**src/rtl/fetch_stage_pkg.sv**
```systemverilog
// -----------------------------------------------------------------------------
// lc3b_types: shared types for the LC-3b instruction-fetch stage.
//   if_id_t       : IF_ID pipeline register {valid, pc_out, intr}
//   fetch_state_t : fetch FSM states {FETCH, HOLD, SQUASH}
//   pc_op_t       : PC register update selector
//   if_op_t       : IF_ID register update selector
//   PCMUX_*       : redirect source encodings carried on pcmux_sel
//   pc_plus2()    : sequential PC increment (wraps mod 2^16)
// -----------------------------------------------------------------------------
package lc3b_types;

    typedef struct packed {
        logic        valid;
        logic [15:0] pc_out;
        logic [15:0] intr;
    } if_id_t;

    typedef enum logic [1:0] {
        FETCH  = 2'd0,
        HOLD   = 2'd1,
        SQUASH = 2'd2
    } fetch_state_t;

    typedef enum logic [1:0] {
        PC_KEEP    = 2'd0,
        PC_INC     = 2'd1,
        PC_TARGET  = 2'd2,
        PC_PENDING = 2'd3
    } pc_op_t;

    typedef enum logic [1:0] {
        IF_KEEP       = 2'd0,
        IF_LOAD_FETCH = 2'd1,
        IF_LOAD_HOLD  = 2'd2,
        IF_BUBBLE     = 2'd3
    } if_op_t;

    // Redirect sources: branch miss falls through to wb_pc, JMP/JSR/TRAP use new_pc.
    localparam logic [1:0] PCMUX_WB_PC  = 2'b00;
    localparam logic [1:0] PCMUX_JMP    = 2'b01;
    localparam logic [1:0] PCMUX_TRAP   = 2'b10;
    localparam logic [1:0] PCMUX_BR_MIS = 2'b11;

    // All-zero IF_ID: intr 16'h0000 decodes as BR with nzp=000, i.e. a NOP.
    localparam if_id_t IF_ID_BUBBLE = '{valid: 1'b0, pc_out: 16'h0000, intr: 16'h0000};

    function automatic logic [15:0] pc_plus2(input logic [15:0] pc);
        return pc + 16'd2;
    endfunction

endpackage

```
**src/rtl/fetch_stage_redirect_mux.sv**
```systemverilog
// -----------------------------------------------------------------------------
// fetch_redirect_mux: selects the redirect target from the writeback interface
// and clears its LSB so the PC stays word aligned.
//   pcmux_sel in 2  : redirect source
//   new_pc    in 16 : JMP/JSR/TRAP target (sel 01/10)
//   wb_pc     in 16 : fall-through PC on branch miss (sel 00/11)
//   target    out 16: aligned redirect target
// -----------------------------------------------------------------------------
module fetch_redirect_mux
    import lc3b_types::*;
(
    input  logic [1:0]  pcmux_sel,
    input  logic [15:0] new_pc,
    input  logic [15:0] wb_pc,
    output logic [15:0] target
);

    logic [15:0] raw_target_s;

    // Source select; unknown encodings fall back to the writeback PC.
    always_comb begin
        raw_target_s = wb_pc;
        case (pcmux_sel)
            PCMUX_JMP:    raw_target_s = new_pc;
            PCMUX_TRAP:   raw_target_s = new_pc;
            PCMUX_WB_PC:  raw_target_s = wb_pc;
            PCMUX_BR_MIS: raw_target_s = wb_pc;
            default:      raw_target_s = wb_pc;
        endcase
    end

    assign target = {raw_target_s[15:1], 1'b0};

endmodule

```
**src/rtl/fetch_stage.sv**
```systemverilog
// -----------------------------------------------------------------------------
// fetch_stage: LC-3b instruction fetch. Owns the PC, drives the I-cache read
// handshake, loads IF_ID, and applies writeback redirects (flush).
//   clk, rst                  : clock, async active-high reset
//   flush, pcmux_sel, new_pc, wb_pc : redirect interface from writeback
//   stall                     : downstream hazard; holds IF_ID
//   icache_rdata/resp         : I-cache read data and 1-cycle completion pulse
//   icache_read/address       : read request (held until resp) and fetch address
//   if_id                     : IF_ID pipeline register {valid, pc+2, intr}
// Optional (FETCH_SQUASH_COUNT_EN): squash_count_out / squash_count_clr, a
// saturating count of discarded fetches.
// -----------------------------------------------------------------------------
module fetch_stage
    import lc3b_types::*;
#(
    parameter logic [15:0] RESET_PC = 16'h0000
) (
    input  logic        clk,
    input  logic        rst,
    input  logic        flush,
    input  logic [1:0]  pcmux_sel,
    input  logic [15:0] new_pc,
    input  logic [15:0] wb_pc,
    input  logic        stall,
    input  logic [15:0] icache_rdata,
    input  logic        icache_resp,
    output logic        icache_read,
    output logic [15:0] icache_address,
`ifdef FETCH_SQUASH_COUNT_EN
    output logic [15:0] squash_count_out,
    input  logic        squash_count_clr,
`endif
    output if_id_t      if_id
);

    fetch_state_t state_r, state_next_s;
    pc_op_t       pc_op_s;
    if_op_t       if_op_s;
    logic         hold_load_s;
    logic         pending_load_s;
    logic         discard_s;
    logic [15:0]  target_s;
    logic [15:0]  pc_r;
    logic [15:0]  pending_pc_r;
    logic [15:0]  hold_pc_r;
    logic [15:0]  hold_intr_r;
    if_id_t       if_id_r;

    fetch_redirect_mux u_redirect_mux (
        .pcmux_sel (pcmux_sel),
        .new_pc    (new_pc),
        .wb_pc     (wb_pc),
        .target    (target_s)
    );

    // FSM state register.
    always_ff @(posedge clk or posedge rst) begin
        if (rst) begin
            state_r <= FETCH;
        end else begin
            state_r <= state_next_s;
        end
    end

    // Next-state and datapath control decode. Flush always wins over stall.
    always_comb begin
        state_next_s   = state_r;
        pc_op_s        = PC_KEEP;
        if_op_s        = IF_KEEP;
        hold_load_s    = 1'b0;
        pending_load_s = 1'b0;
        discard_s      = 1'b0;
        case (state_r)
            FETCH: begin
                if (flush) begin
                    if_op_s = IF_BUBBLE;
                    if (icache_resp) begin
                        pc_op_s   = PC_TARGET;
                        discard_s = 1'b1;
                    end else begin
                        // Read cannot be aborted: park the target until resp.
                        pending_load_s = 1'b1;
                        state_next_s   = SQUASH;
                    end
                end else if (icache_resp) begin
                    pc_op_s = PC_INC;
                    if (stall) begin
                        hold_load_s  = 1'b1;
                        state_next_s = HOLD;
                    end else begin
                        if_op_s = IF_LOAD_FETCH;
                    end
                end else if (!stall) begin
                    if_op_s = IF_BUBBLE;
                end else begin
                    if_op_s = IF_KEEP;
                end
            end
            HOLD: begin
                if (flush) begin
                    if_op_s      = IF_BUBBLE;
                    pc_op_s      = PC_TARGET;
                    discard_s    = 1'b1;
                    state_next_s = FETCH;
                end else if (!stall) begin
                    if_op_s      = IF_LOAD_HOLD;
                    state_next_s = FETCH;
                end else begin
                    if_op_s = IF_KEEP;
                end
            end
            SQUASH: begin
                if (flush) begin
                    if_op_s = IF_BUBBLE;
                    if (icache_resp) begin
                        pc_op_s      = PC_TARGET;
                        discard_s    = 1'b1;
                        state_next_s = FETCH;
                    end else begin
                        // Newest redirect wins.
                        pending_load_s = 1'b1;
                    end
                end else begin
                    if_op_s = stall ? IF_KEEP : IF_BUBBLE;
                    if (icache_resp) begin
                        pc_op_s      = PC_PENDING;
                        discard_s    = 1'b1;
                        state_next_s = FETCH;
                    end else begin
                        pc_op_s = PC_KEEP;
                    end
                end
            end
            default: begin
                state_next_s = FETCH;
                if_op_s      = IF_BUBBLE;
            end
        endcase
    end

    // Program counter.
    always_ff @(posedge clk or posedge rst) begin
        if (rst) begin
            pc_r <= RESET_PC;
        end else begin
            case (pc_op_s)
                PC_INC:     pc_r <= pc_plus2(pc_r);
                PC_TARGET:  pc_r <= target_s;
                PC_PENDING: pc_r <= pending_pc_r;
                PC_KEEP:    pc_r <= pc_r;
                default:    pc_r <= pc_r;
            endcase
        end
    end

    // Redirect target parked while a squashed read drains.
    always_ff @(posedge clk or posedge rst) begin
        if (rst) begin
            pending_pc_r <= RESET_PC;
        end else if (pending_load_s) begin
            pending_pc_r <= target_s;
        end else begin
            pending_pc_r <= pending_pc_r;
        end
    end

    // Instruction buffered when a fetch completes during a stall.
    always_ff @(posedge clk or posedge rst) begin
        if (rst) begin
            hold_pc_r   <= 16'h0000;
            hold_intr_r <= 16'h0000;
        end else if (hold_load_s) begin
            hold_pc_r   <= pc_plus2(pc_r);
            hold_intr_r <= icache_rdata;
        end else begin
            hold_pc_r   <= hold_pc_r;
            hold_intr_r <= hold_intr_r;
        end
    end

    // IF_ID pipeline register.
    always_ff @(posedge clk or posedge rst) begin
        if (rst) begin
            if_id_r <= IF_ID_BUBBLE;
        end else begin
            case (if_op_s)
                IF_LOAD_FETCH: if_id_r <= '{valid: 1'b1, pc_out: pc_plus2(pc_r), intr: icache_rdata};
                IF_LOAD_HOLD:  if_id_r <= '{valid: 1'b1, pc_out: hold_pc_r, intr: hold_intr_r};
                IF_BUBBLE:     if_id_r <= IF_ID_BUBBLE;
                IF_KEEP:       if_id_r <= if_id_r;
                default:       if_id_r <= IF_ID_BUBBLE;
            endcase
        end
    end

`ifdef FETCH_SQUASH_COUNT_EN
    logic [15:0] squash_count_r;

    // Saturating count of discarded fetches.
    always_ff @(posedge clk or posedge rst) begin
        if (rst) begin
            squash_count_r <= 16'h0000;
        end else if (squash_count_clr) begin
            squash_count_r <= 16'h0000;
        end else if (discard_s && (squash_count_r != 16'hFFFF)) begin
            squash_count_r <= squash_count_r + 16'd1;
        end else begin
            squash_count_r <= squash_count_r;
        end
    end

    assign squash_count_out = squash_count_r;
`endif

    // Read is gated by rst so the request is low throughout reset.
    assign icache_read    = !rst && ((state_r == FETCH) || (state_r == SQUASH));
    assign icache_address = pc_r;
    assign if_id          = if_id_r;

endmodule

```
**config.mk**
```make
export PLATFORM = sky130hd
export DESIGN_NAME = fetch_stage
export DESIGN_NICKNAME = d
export VERILOG_FILES = /design/src/rtl/fetch_stage_pkg.sv /design/src/rtl/fetch_stage_redirect_mux.sv /design/src/rtl/fetch_stage.sv
export SDC_FILE = /design/constraint.sdc
export NUM_CORES = 1
export LEC_CHECK = 0
export CAP_MARGIN = 15
export CORE_MARGIN = 2
export CORE_UTILIZATION = 35
export CTS_BUF_LIST = sky130_fd_sc_hd__clkbuf_8
export CTS_CLUSTER_DIAMETER = 80
export DETAILED_ROUTE_END_ITERATION = 16
export PLACE_DENSITY_LB_ADDON = 0.15
export SKIP_LAST_GASP = 1
export SLEW_MARGIN = 15
export SYNTH_ARGS = -nofsm -noshare
export SYNTH_HDL_FRONTEND = slang
export SYNTH_HIERARCHICAL = 1
export SYNTH_SLANG_ARGS = --single-unit
```
**constraint.sdc**
```tcl
create_clock -name clk -period 8.1 [get_ports clk]
set_input_delay 2.025 -clock clk [delete_from_list [all_inputs] [get_ports clk]]
set_output_delay 2.025 -clock clk [all_outputs]
set_load 0.02 [all_outputs]
```
Word-level counts from Yosys, hierarchy flattened --
Index checks and enable logic that the tools add are counted.
Operators by class: add/sub/neg operators 1, multiplexer cells 33, equal/unequal tests 16, reduce and logical (&&, ||, !) cells 11
Operator list (count):
- case mux 33 bit (3 select lines) | 1
- case mux 16 bit (3 select lines) | 1
- two-way mux 2 bit | 18
- case mux 16 bit (2 select lines) | 1
- case mux 2 bit (3 select lines) | 3
- adder 16 x 2 -> 16 bit, second input constant | 1
- equality test 2 bit, second input constant | 7
- inequality test 3 bit, second input constant | 4
- two-way mux 1 bit | 9
- equality test 2 x 1 -> 1 bit, second input constant | 4
- zero test 2 bit | 4
- OR reduction 2 bit | 3
- AND reduction 5 bit | 1
- inequality test 2 bit, second input constant | 1
- logical AND 1 bit | 1
- zero test 1 bit | 1
- logical OR 1 bit | 1
Word-level totals: register bits 98, input bits 55, output and inout port bits 50, word-level logic and storage cells 69

Depth between registers and ports, before layout --
Gate-level depths: netlist of the first run.
word-level depth 6, mapped depth 7, depth with buffers taken out 6

Hierarchy --
Netlist of the first run, hierarchy kept.
By module, submodules not included:
- fetch_stage | area an instance 4459.3 um^2, cells an instance 398, times used 1
- fetch_redirect_mux | area an instance 207.7 um^2, cells an instance 19, times used 1

Worst setup path after synthesis of the first run --
OpenSTA, ideal clock, no wires.
kind input to output, start input rst, end output icache_read, stages on the path 1, required time 6.075 ns, setup slack 3.770 ns, data arrival time 2.305 ns, cell sequence nor2_1
Between the ends: longest elaborated chain between the ends 2
Ends and longest elaborated chain:
- start, declared | RTL line fetch_stage.sv:19 | input logic rst,
- zero test 1 bit | RTL line fetch_stage.sv:216 | assign icache_read = !rst && ((state_r == FETCH) || (state_r == SQUASH));
- logical AND 1 bit | RTL line fetch_stage.sv:216
- end, declared | RTL line fetch_stage.sv:27 | output logic icache_read,
No other way between the ends.

Final worst setup path of the first run --
Same ends and word-level chain as after synthesis.

==> results of run 1 <==
==> metal layers <==
metal	up-vias	wire length, um	GRT usage
met2	82	5250	0.250
li1	1685	-	-
met1	1746	5270	0.221
met4	0	132	0.0574
met3	9	448	0.0239
met5	-	0	0
==> cells by family (layout without fill, tap and decap cells) <==
logic type	Yosys count	after routing	share of synthesized area
simple gates	98	98	0.109
buf+inv	49	145	0.0472
other cells	1	1	0.000804
xor+xnor	24	24	0.0466
compound gates	96	96	0.145
flops	99	99	0.531
mux	49	49	0.118
fa+ha+maj	1	1	0.00268
==> worst reg2reg max path: stages (launching register included) <==
cell	delay (ns)
dfrtp_1	0.66
nor2_2	0.40
nand3_2	0.80
mux2_2	0.61
==> final cells by class <==
cell class / count / area share
flip-flops and latches: 99 / 0.410
inverters: 23 / 0.0147
multi-input cells: 269 / 0.329
clock inverters: 7 / 0.0151
clock buffers: 9 / 0.0205
well taps: 176 / 0.0364
repair buffers: 106 / 0.174
==> cells in the final DEF, fill, tap and decap left out, types with 9 or more instances in the layout <==
cell type / netlist / layout
o21ai_0: 33 / 33
nand3_1: 22 / 22
nand2_1: 30 / 30
a222oi_1: 18 / 18
mux2_2: 48 / 48
clkbuf_8: 0 / 9
xor2_1: 10 / 10
nor2_1: 15 / 15
a22oi_1: 20 / 20
dfrtp_1: 99 / 99
xnor2_1: 13 / 13
clkdlybuf4s50_1: 0 / 102
inv_1: 23 / 23
==> power by group through the flow <==
stage	logic [mW]	registers [mW]	clock network, mW
2_1_floorplan	0.173	0.681	0
3_3_place_gp	0.322	0.667	0
3_5_place_dp	0.328	0.671	0
4_1_cts	0.330	0.661	0.357
5_1_grt	0.358	0.674	0.379
6_report	0.325	0.661	0.344
==> sequential cells by signal, indices dropped and copies added (netlist names) <==
register,flops
icache_address,16
hold_pc_r,16
hold_intr_r,16
pending_pc_r,16
if_id,33
state_r,2
==> worst max-delay path by stage <==
stage,endpoint,start
floorplan,hold_intr_r[0],rst
global placement,icache_read,rst
detailed placement,icache_read,rst
CTS,icache_read,rst
global route,icache_read,rst
finish,icache_read,rst
==> metrics by stage <==
stage / hold WS, ns / power [mW] / utilization / cell area (sq um) / std cells
5_1_grt: 0.499 / 1.41 / 0.460 / 6040 / 689
4_1_cts: 0.484 / 1.35 / 0.460 / 6040 / 689
3_3_place_gp: 0.448 / 0.989 / 0.444 / 5830 / 673
6_report: 0.483 / 1.33 / 0.460 / 6040 / 689
2_1_floorplan: 0.435 / 0.854 / - / 4670 / 417
3_5_place_dp: 0.460 / 1.00 / 0.444 / 5830 / 673
==> results.sh, run 1 <==
export IMPL_seq_area_frac_synth=0.531
export IMPL_hold_viol=0
export IMPL_p_leak_nw=2.54
export IMPL_post_cts_buffers=0
export IMPL_vias=3522
export IMPL_areaGrowthSynthToFinish_pct=29.5
export IMPL_clock_latency_ns=0.36
export IMPL_grt_max_degree=52
export IMPL_ir_worst_vdd_v=0.0000797
export IMPL_worstMarginPinSlew_ns=0.989
export IMPL_outcome="finished clean"
export IMPL_async_flop_share=1.00
export IMPL_holdCritPathClass="flop to flop"
export IMPL_fp_coreArea_sq_um=13100
export IMPL_swShare=0.306
export IMPL_postCtsHoldBufs=0
export IMPL_maxSlewViolCount=0
export IMPL_ant_nets=0
export IMPL_seq_area_sq_um=2480
export IMPL_syn_nets=473
export IMPL_yosysTopAreaCellShare=0.531
export IMPL_cp_cell_sequence="clkdlybuf4s50_1, nor2_1, clkdlybuf4s50_1"
export IMPL_r2r_start="state_r[1]"
export IMPL_rsz0062_at_grt="no"
export IMPL_portBuffers=102
export IMPL_overflow=0
export IMPL_synth_avg_cell_area_sq_um=11.2
export IMPL_cts_buffer_depth=2
export IMPL_nFillCells=1280
export IMPL_cts_clk_slew_worst_paths_ns=0.09
export IMPL_synth_cell_types=51
export IMPL_dieHeight_um=119
export IMPL_crit_arrival_ns=3.23
export IMPL_grt_pass1_vias=3427
export IMPL_p_clk_frac=0.259
export IMPL_maxCapViolCount=0
export IMPL_cp_buffers_inverters=2
export IMPL_yosys_warnings=6
export IMPL_drc=0
export IMPL_crit_type="input port to output port"
export IMPL_regToRegSetupSlack_ns=5.50
export IMPL_cts_sinks=99
export IMPL_synth_edf_count=0
export IMPL_antenna_cells=0
export IMPL_synthTopCellsByArea="dfrtp_1 (53%), mux2_2 (12%), a222oi_1 (3.9%), o21ai_0 (3.5%), a22oi_1 (3.2%)"
export IMPL_num_rows=42
export IMPL_gp_congestion=0.784
export IMPL_critPathTopFamily="buffers and inverters"
export IMPL_dp_hpwl_mm=7.69
export IMPL_synth_seq_cells=99
export IMPL_powerDensity_nw_per_um2=220
export IMPL_multi_input_area_sq_um=1990
export IMPL_fin_skew_ns=0.0106
export IMPL_reg2regPathDepth=3
export IMPL_die_w_um=119
export IMPL_p_sw_mw=0.407
export IMPL_fmax_ghz=0.190
export IMPL_min_to="icache_address[0]"
export IMPL_ys_top_cells_by_count="dfrtp_1 (99), mux2_2 (48), o21ai_0 (33)"
export IMPL_fin_tns_setup_ns=0
export IMPL_synth_flop_cell="dfrtp_1"
export IMPL_viasPerCell=5.11
export IMPL_root_buffer="clkbuf_8"
export IMPL_critPathCaptureType="output port"
export IMPL_drt_iter0_drc=286
export IMPL_min_path_cells=2
export IMPL_r2r_end="hold_intr_r[1]"
export IMPL_yosysMostFrequentCell="dfrtp_1"
export IMPL_critPathRequiredTime_ns=6.08
export IMPL_power_frac_comb=0.245
export IMPL_place_ws_ns=2.85
export IMPL_cts_tree="done"
export IMPL_max_stage_delay_ns=0.62
export IMPL_synth_area_sq_um=4670
export IMPL_track_usage=0.158
export IMPL_syn_inst=417
export IMPL_htreeDepth=3
export IMPL_post_drt_wl_per_cell_um=16.1
export IMPL_cp_common_cell="clkdlybuf4s50_1"
export IMPL_nets=564
export IMPL_antenna_found_initial=0
export IMPL_worst_slack_ns=2.85
export IMPL_cts_buffers=9
export IMPL_critical_path_slowest_cell="clkdlybuf4s50_1"
export IMPL_dieArea_sq_um=14300
export IMPL_slew_limit_headroom=0.340
export IMPL_drive_above_1_share=0.156
export IMPL_start_util=0.355
export IMPL_synth_area_leader_cell="dfrtp_1"
export IMPL_period_needed_ns=5.25
export IMPL_setup_violations_final=0
export IMPL_seq_power_share=0.497
export IMPL_crit_path_start_kind="input port"
export IMPL_grt_pass1_wl_mm=17.8
export IMPL_intPower_mw=0.923
export IMPL_dr_pass1_iters=8
export IMPL_ios=105
export IMPL_worstHoldStart="pending_pc_r[0]"
export IMPL_timing_final_crit_share=0.649
export IMPL_wirelength_mm=11.1
export IMPL_cts_resized_gates=0
export IMPL_crit_fanout=2
export IMPL_worst_path_stages=3
No activity file was read; power rests on OpenSTA's default activity.
==> run 2, diff against run 1 <==
==> constraint.sdc (replaced) <==
create_clock -name clk -period 5.1 [get_ports clk]
set_input_delay 1.275 -clock clk [delete_from_list [all_inputs] [get_ports clk]]
set_output_delay 1.275 -clock clk [all_outputs]
set_load 0.02 [all_outputs]
==> run 2 against run 1 <==
Against the previous run: count of clock-buffer cells in the layout is 2 higher; routed wire length is 2.5% higher; clock skew is 0.0017 ns lower; hold slack better by 0.0024 ns; total power is 51% higher; die area stayed put; critical path depth stayed put.
==> results.sh, run 2 (same netlist as run 1, synthesis figures left out) <==
export IMPL_p_leak_nw=2.52
export IMPL_rsz0062_at_grt="no"
export IMPL_place_ws_ns=1.37
export IMPL_ios=105
export IMPL_wirelength_mm=11.4
export IMPL_grt_busiest_layer="met2"
export IMPL_r2r_start="state_r[1]"
export IMPL_ant_nets=0
export IMPL_timing_final_crit_share=0.733
export IMPL_largest_register_ffs=33
export IMPL_htreeDepth=3
export IMPL_root_buffer="clkbuf_8"
export IMPL_min_path_cells=2
export IMPL_period_needed_ns=3.74
export IMPL_holdCritPathClass="flop to flop"
export IMPL_hold_viol=0
export IMPL_r2r_end="if_id[24]"
export IMPL_cts_resized_gates=0
export IMPL_critPathRequiredTime_ns=3.83
export IMPL_dr_pass1_iters=5
export IMPL_nFillCells=1240
export IMPL_antenna_found_initial=0
export IMPL_fp_coreArea_sq_um=13100
export IMPL_cts_clk_slew_worst_paths_ns=0.08
export IMPL_fin_area_sq_um=6000
export IMPL_use_met2=0.259
export IMPL_crit_arrival_ns=2.46
export IMPL_final_common_cell="clkdlybuf4s50_1"
export IMPL_ir_worst_vdd_v=0.000125
export IMPL_critPathCaptureType="output port"
export IMPL_nets=566
export IMPL_cts_sinks=99
export IMPL_drt_iter0_drc=331
export IMPL_fin_skew_ns=0.00892
export IMPL_crit_path_start_kind="input port"
export IMPL_crit_fanout=2
export IMPL_grt_pass1_vias=3507
export IMPL_areaGrowthSynthToFinish_pct=28.5
export IMPL_drc=0
export IMPL_drive_above_1_share=0.153
export IMPL_use_met3=0.0321
export IMPL_cts_buffer_depth=2
export IMPL_reg2regPathDepth=4
export IMPL_overflow=0
export IMPL_antenna_cells=0
export IMPL_grt_max_degree=82
export IMPL_dieArea_sq_um=14300
export IMPL_num_rows=42
export IMPL_die_w_um=119
export IMPL_start_util=0.355
export IMPL_fmax_ghz=0.267
export IMPL_clock_latency_ns=0.35
export IMPL_worst_slack_ns=1.36
export IMPL_maxSlewViolCount=0
export IMPL_portBuffers=102
export IMPL_layout_common_cells="clkdlybuf4s50_1 (102), dfrtp_1 (99), mux2_2 (48)"
export IMPL_post_cts_buffers=0
export IMPL_grt_use_met1=0.235
export IMPL_setup_violations_final=0
export IMPL_post_drt_wl_per_cell_um=16.6
export IMPL_cts_tree="done"
export IMPL_track_usage=0.165
export IMPL_viasPerCell=5.20
export IMPL_maxCapViolCount=0
export IMPL_min_to="hold_pc_r[8]"
export IMPL_crit_type="input port to output port"
export IMPL_grt_pass1_wl_mm=18.6
export IMPL_hold_ws_ns=0.485
export IMPL_cts_buffers=9
export IMPL_fin_tns_setup_ns=0
export IMPL_gp_congestion=0.751
export IMPL_vias=3571
export IMPL_postPlaceCellArea_sq_um=5840
export IMPL_powerDensity_nw_per_um2=334
export IMPL_worstHoldStart="hold_pc_r[8]"
export IMPL_regToRegSetupSlack_ns=2.83
export IMPL_dieHeight_um=119
export IMPL_slew_limit_headroom=0.316
export IMPL_dp_hpwl_mm=7.89
export IMPL_worstMarginPinSlew_ns=1.03
export IMPL_postCtsHoldBufs=0
export IMPL_outcome="finished clean"
[run 2: cell count changes in the layout (fill, tap and decap cells not counted)]
cell and delta:
buf_4 +2, bufinv_16 -2, clkbuf_8 +2, clkinv_2 -2, inv_6 -2
[run 2: how the worst max path moves through the flow]
stage	start	endpoint	slack (ns)	depth (start not counted)
3_3_place_gp	rst	icache_read	1.36	3
5_1_grt	rst	icache_read	1.30	3
6_report	rst	icache_read	1.36	3
4_1_cts	rst	icache_read	1.36	3
2_1_floorplan	rst	hold_intr_r[0]	1.23	1
3_5_place_dp	rst	icache_read	1.37	3
[run 2: layer usage]
layer / share of wire / wire length, um / up-vias
met3: 0.041 / 468 / 6
met2: 0.47 / 5360 / 93
met4: 0.0083 / 95 / 0
met5: 0 / 0 / -
met1: 0.48 / 5460 / 1787
li1: - / - / 1685
[run 2: power breakdown]
| group | leakage (nW) | internal (mW) | total (mW) | switching (mW) |
|---|---|---|---|---|
| clock network | 0.0844 | 0.192 | 0.437 | 0.244 |
| registers | 1.25 | 0.928 | 1.05 | 0.123 |
| logic | 1.18 | 0.262 | 0.517 | 0.254 |
[run 2: cell type report]
type / count / area (sq um) / share of cell area
Sequential cell: 99 / 2480 / 0.413
Timing Repair Buffer: 108 / 1070 / 0.178
Tap cell: 176 / 220 / 0.0367
Clock buffer: 11 / 151 / 0.0252
Inverter: 23 / 88.8 / 0.0148
Multi-Input combinational cell: 269 / 1990 / 0.332
Clock inverter: 1 / 3.75 / 0.000626
[run 2: per-stage QoR]
| stage | instances | total power, mW | util |
|---|---|---|---|
| final | 687 | 2.00 | 0.457 |
| after global routing | 687 | 2.13 | 0.457 |
| after CTS | 687 | 2.03 | 0.457 |
| after detailed placement | 675 | 1.59 | 0.445 |
| after global placement | 675 | 1.57 | 0.445 |
| after floorplan | 417 | 1.36 | - |
[run 2: worst max-delay path: stages]
cell	delay, ns
clkdlybuf4s50_1	0.46
nor2_1	0.11
clkdlybuf4s50_1	0.62
